==> src/rtl/cpu_mem_pkg.sv <==
// ----------------------------------------------------------------------------
// cpu_mem_pkg : shared widths, state encoding and grant indices for the arbiter
// Rev 1.0
// ----------------------------------------------------------------------------
`default_nettype none

package cpu_mem_pkg;

  localparam int ADDR_W = 32;
  localparam int DATA_W = 32;
  localparam int STRB_W = 4;

  localparam logic [4:0] S_IDLE_OH  = 5'b00001;
  localparam logic [4:0] S_IREQ_OH  = 5'b00010;
  localparam logic [4:0] S_IRESP_OH = 5'b00100;
  localparam logic [4:0] S_DREQ_OH  = 5'b01000;
  localparam logic [4:0] S_DRESP_OH = 5'b10000;

  typedef enum logic [4:0] {
    ST_IDLE  = S_IDLE_OH,
    ST_IREQ  = S_IREQ_OH,
    ST_IRESP = S_IRESP_OH,
    ST_DREQ  = S_DREQ_OH,
    ST_DRESP = S_DRESP_OH
  } state_t;

  // Bit positions inside the two-bit request/grant vectors.
  localparam int GNT_I = 0;
  localparam int GNT_D = 1;

endpackage

`default_nettype wire

==> src/rtl/rr_arbiter2.sv <==
// ----------------------------------------------------------------------------
// rr_arbiter2 : two-way round-robin arbiter, remembers the last granted client
// Rev 1.0
// ----------------------------------------------------------------------------
`default_nettype none

module rr_arbiter2
  import cpu_mem_pkg::*;
(
  input  logic       clk,
  input  logic       rst,
  input  logic [1:0] req,
  input  logic       upd,
  output logic [1:0] gnt
);

  logic last_d_q;
  logic last_d_d;

  // On a tie, hand the port to whichever client did not have it last.
  always_comb begin
    gnt = 2'b00;
    if (req[GNT_I] && req[GNT_D]) begin
      if (last_d_q) gnt[GNT_I] = 1'b1;
      else          gnt[GNT_D] = 1'b1;
    end else if (req[GNT_I]) begin
      gnt[GNT_I] = 1'b1;
    end else if (req[GNT_D]) begin
      gnt[GNT_D] = 1'b1;
    end
  end

  always_comb begin
    last_d_d = last_d_q;
    if (upd && (gnt != 2'b00)) last_d_d = gnt[GNT_D];
  end

  always_ff @(posedge clk) begin
    if (rst) last_d_q <= 1'b1;
    else     last_d_q <= last_d_d;
  end

endmodule

`default_nettype wire

==> src/rtl/cpu_mem_arbiter.sv <==
// ----------------------------------------------------------------------------
// cpu_mem_arbiter : merges CPU fetch and load/store channels onto one memory port
// Rev 1.0
// ----------------------------------------------------------------------------
`default_nettype none

module cpu_mem_arbiter
  import cpu_mem_pkg::*;
(
  input  logic              clk,
  input  logic              rst,
  input  logic [ADDR_W-1:0] PC,
  input  logic              Inst_Req_Valid,
  output logic              Inst_Req_Ready,
  output logic [DATA_W-1:0] Instruction,
  output logic              Inst_Valid,
  input  logic              Inst_Ready,
  input  logic [ADDR_W-1:0] Address,
  input  logic              MemWrite,
  input  logic [DATA_W-1:0] Write_data,
  input  logic [STRB_W-1:0] Write_strb,
  input  logic              MemRead,
  output logic              Mem_Req_Ready,
  output logic [DATA_W-1:0] Read_data,
  output logic              Read_data_Valid,
  input  logic              Read_data_Ready,
  output logic              m_req_valid,
  input  logic              m_req_ready,
  output logic [ADDR_W-1:0] m_addr,
  output logic              m_wen,
  output logic [DATA_W-1:0] m_wdata,
  output logic [STRB_W-1:0] m_wstrb,
  input  logic              m_resp_valid,
  output logic              m_resp_ready,
  input  logic [DATA_W-1:0] m_rdata,
  output logic [31:0]       arb_wait_cnt
);

  state_t      state_q, state_d;
  logic [31:0] wait_cnt_q, wait_cnt_d;
  logic        w_inst_pend;
  logic        w_data_pend;
  logic [1:0]  w_req;
  logic [1:0]  w_gnt;
  logic        w_upd;

  assign w_inst_pend = Inst_Req_Valid;
  assign w_data_pend = MemRead | MemWrite;

  always_comb begin
    w_req        = 2'b00;
    w_req[GNT_I] = w_inst_pend;
    w_req[GNT_D] = w_data_pend;
  end

  rr_arbiter2 u_rr (
    .clk (clk),
    .rst (rst),
    .req (w_req),
    .upd (w_upd),
    .gnt (w_gnt)
  );

  always_comb begin
    state_d = state_q;
    w_upd   = 1'b0;
    case (state_q)
      ST_IDLE: begin
        if (w_req != 2'b00) begin
          w_upd   = 1'b1;
          state_d = w_gnt[GNT_I] ? ST_IREQ : ST_DREQ;
        end
      end
      ST_IREQ:  if (m_req_ready) state_d = ST_IRESP;
      // Writes carry no response, so the port frees right after the handshake.
      ST_DREQ:  if (m_req_ready) state_d = MemWrite ? ST_IDLE : ST_DRESP;
      ST_IRESP: if (m_resp_valid && Inst_Ready) state_d = ST_IDLE;
      ST_DRESP: if (m_resp_valid && Read_data_Ready) state_d = ST_IDLE;
      default:  state_d = ST_IDLE;
    endcase
  end

  always_comb begin
    wait_cnt_d = wait_cnt_q;
    if ((w_inst_pend && (state_q != ST_IREQ)) || (w_data_pend && (state_q != ST_DREQ)))
      wait_cnt_d = wait_cnt_q + 32'd1;
  end

  always_ff @(posedge clk) begin
    if (rst) begin
      state_q    <= ST_IDLE;
      wait_cnt_q <= 32'd0;
    end else begin
      state_q    <= state_d;
      wait_cnt_q <= wait_cnt_d;
    end
  end

  always_comb begin
    m_req_valid     = 1'b0;
    m_addr          = '0;
    m_wen           = 1'b0;
    m_wdata         = '0;
    m_wstrb         = '0;
    m_resp_ready    = 1'b0;
    Inst_Req_Ready  = 1'b0;
    Mem_Req_Ready   = 1'b0;
    Inst_Valid      = 1'b0;
    Read_data_Valid = 1'b0;
    case (state_q)
      ST_IREQ: begin
        m_req_valid    = 1'b1;
        m_addr         = PC;
        Inst_Req_Ready = m_req_ready;
      end
      ST_DREQ: begin
        m_req_valid   = 1'b1;
        m_addr        = Address;
        m_wen         = MemWrite;
        m_wdata       = Write_data;
        m_wstrb       = MemWrite ? Write_strb : '0;
        Mem_Req_Ready = m_req_ready;
      end
      ST_IRESP: begin
        Inst_Valid   = m_resp_valid;
        m_resp_ready = Inst_Ready;
      end
      ST_DRESP: begin
        Read_data_Valid = m_resp_valid;
        m_resp_ready    = Read_data_Ready;
      end
      default: ;
    endcase
  end

  assign Instruction  = m_rdata;
  assign Read_data    = m_rdata;
  assign arb_wait_cnt = wait_cnt_q;

endmodule

`default_nettype wire
==> config.mk <==
export PLATFORM = sky130hd
export DESIGN_NAME = cpu_mem_arbiter
export DESIGN_NICKNAME = d
export VERILOG_FILES = /design/src/rtl/cpu_mem_pkg.sv /design/src/rtl/rr_arbiter2.sv /design/src/rtl/cpu_mem_arbiter.sv
export SDC_FILE = /design/constraint.sdc
export NUM_CORES = 1
export LEC_CHECK = 0
export CAP_MARGIN = 0
export CORE_AREA = 2 2 120 122
export CTS_CLUSTER_DIAMETER = 30
export CTS_CLUSTER_SIZE = 14
export DETAILED_ROUTE_END_ITERATION = 8
export DIE_AREA = 0 0 122 124
export PLACE_DENSITY_LB_ADDON = 0.2
export SETUP_SLACK_MARGIN = 0.02
export SYNTH_ARGS = -nofsm -noshare
export SYNTH_HDL_FRONTEND = slang
export SYNTH_HIERARCHICAL = 1
export SYNTH_SLANG_ARGS = --single-unit
export TNS_END_PERCENT = 100
==> constraint.sdc <==
create_clock -name clk -period 2.24 [get_ports clk]
set_input_delay 0.56 -clock clk [delete_from_list [all_inputs] [get_ports clk]]
set_output_delay 0.56 -clock clk [all_outputs]
set_load 0.02 [all_outputs]
==> summary.md <==
| Metric | Value |
|---|---|
| Worst Setup Start Kind | flop |
| Root Driver | clkbuf_16 |
| Mapped Area | 0.00303 sq mm |
| Port Buffers | 215 |
| Clock Latency Late Sink | 0.28 ns |
| NumNets Final | slightly above 700 |
| Clock Skew | 0.00535 ns |
| Syn. warnings | 6 |
| Synth Area per Inst | 7.92 sq um |
| DP Wirelength | 9710 microns |
| Initial Util | 0.221 |
| Hold Startpoint | arb_wait_cnt[31] |
| Total power | ~3000 uW |
| Placed cell area | 0.00516 sq mm |
| Failing checks | setup timing |
| Final WS setup | -0.0353 ns |
| Setup crit end kind | primary output |
| Max VDD drop | 0.264 mV |
| Hold buffers post-CTS | 0 |
| Largest net degree at the start of global routing | 38 |
| Fin util | 0.402 |
| Worst R2R Path Depth | 7 |
| GP Congestion | 0.778 |
| Chip Height | approximately 120 microns |
| Final setup fails | 16 |
| CP Data Required Time | 1.68 ns |
| Overflow after GRT | 0 |
| # IOs | 312 |
| Reported max-cap violation count | 0 |
| Wire length per cell | between 15 and 20 microns |
| Critical Path AT | between 1.5 and 2 ns |
| Full die area | around 0.015 sq mm |
| Cells after synthesis | 383 |
| Antenna Nets Post-Route | 0 |
| Outcome | finished with violations |
| Tightest Pin Transition | roughly 0.42 ns |
| Vias in the first global route | 3293 |
| CTS tree | yes |
| Period utilization | 1.02 |
| RSZ-0062 raised after global routing | true |
| Site Rows | between 40 and 50 |
| Hold Path Class | reg -> reg |
| H-tree levels | 2 |
| Vias/cell | 4.54 |
| Initial antenna violation count | 0 |
| Total track usage | 0.149 |
| Vias post-DR | roughly 3400 |
| Final wirelength | between 10000 and 15000 microns |
| Total Neg Setup Slack | -0.346 ns |
| Tmin final | 2.28 ns |
| Num CTS Buffers | 5 |
| Power Density | 550 mW/mm^2 |
| Fmax | around 440 MHz |
| Syn_nets | ~530 |
| Slew Limit Fails | 0 |
| Share of layout cells above drive strength 1 | 0.267 |
| DRT iter0 DRCs | 181 |
| Worst Path Max Fanout | 12 |
| Reg2reg start | state_q[2] |
| Final hold violation count | 0 |
| Register clock-pin slew on the reported worst setup and hold paths | 0.06 ns |
| Diode count | 0 |
| Reg2reg setup slack | 0.29 ns |
| Clock buffer depth | 2 |
| DRC | 0 |
| First-pass GRT wire length | 17500 microns |
| Core ar. | 0.0137 sq mm |
| Leakage | 0.00226 uW |
| Max transition margin | 0.721 |
| Setup CP Type | reg -> out |
| Hold endpoint | arb_wait_cnt[31] |
| Worst hold stages | 2 |
| Clk sinks | 38 |
| Reg-to-reg endpoint | state_q[1] |
| Design Area, Final | between 0.005 and 0.006 sq mm |
| Area Growth Syn to Fin | 81.7% |
| Drt pass-1 iters | 4 |
| Die Wd | between 100 and 150 microns |
## power by group
part / total, uW / switching, uW / leakage, uW / internal, uW
clock network: 690 / 260 / 0.0000688 / 430
registers: 763 / 45.3 / 0.000309 / 717
logic: 1580 / 706 / 0.00189 / 875
## flip-flops by register name, indices dropped and copies added, names as in the netlist
signal	count
u_rr/last_d_q	1
state_q	5
arb_wait_cnt	32
## through the flow
step	hold WS [ns]	worst slack, ns	cells
final	0.480	-0.0353	749
after global routing	0.504	-0.111	749
after CTS	0.483	-0.0478	746
after detailed placement	0.475	-0.253	732
after global placement	0.461	-0.246	732
after floorplan	0.477	0.0636	383
## worst max-delay path, cell delays in order (launching register included)
cell     delay, ns
dfxtp_2       0.35
buf_6         0.12
inv_1         0.05
and3_4        0.18
buf_6         0.13
buf_16        0.13
buf_4         0.15
a22o_1        0.19
buf_6         0.14
## layer usage
metal | GRT usage | share of wire | up-vias
met5 | 0 | 0 | -
met4 | 0.0381 | 0.0050 | 0
met3 | 0.0398 | 0.073 | 11
met2 | 0.303 | 0.58 | 153
met1 | 0.147 | 0.34 | 1558
li1 | - | - | 1675
## worst max path at each step
stage | start | to | slack [ns] | cells past startpoint
floorplan | state_q[1] | m_addr[0] | 0.06 | 6
global placement | MemWrite | m_wstrb[3] | -0.25 | 4
detailed placement | MemWrite | m_wstrb[1] | -0.25 | 4
CTS | state_q[2] | m_wstrb[1] | -0.05 | 6
global route | state_q[2] | m_addr[5] | -0.11 | 7
finish | state_q[0] | m_addr[31] | -0.04 | 8
## cell type report
class / instances / area, sq um
tap: 180 / 225
inverter: 13 / 48.8
timing repair buffer: 265 / 2630
clock buffer: 6 / 139
sequential: 38 / 766
multi-input combinational: 247 / 1700
fill: 1415 / 8210
## layout by cell type, fill, tap and decap left out, types with 12 or more instances in the layout
cell / instances
or3_1: 18
buf_6: 31
buf_4: 71
a21oi_1: 24
inv_1: 13
dfxtp_1: 34
a22o_1: 33
o21ai_0: 20
clkdlybuf4s50_1: 140
nor2_1: 20
and2_1: 34
nand2_1: 12
## what timing repair did
item                                    in CTS  in global routing
pin swaps                                    3                 16
buffers inserted                             5                  2
gates cloned                                 3                  1
endpoints found under the setup margin      75                 71
gates resized for setup                    315                 66
Note: power is estimated with default switching activity, not from simulation.
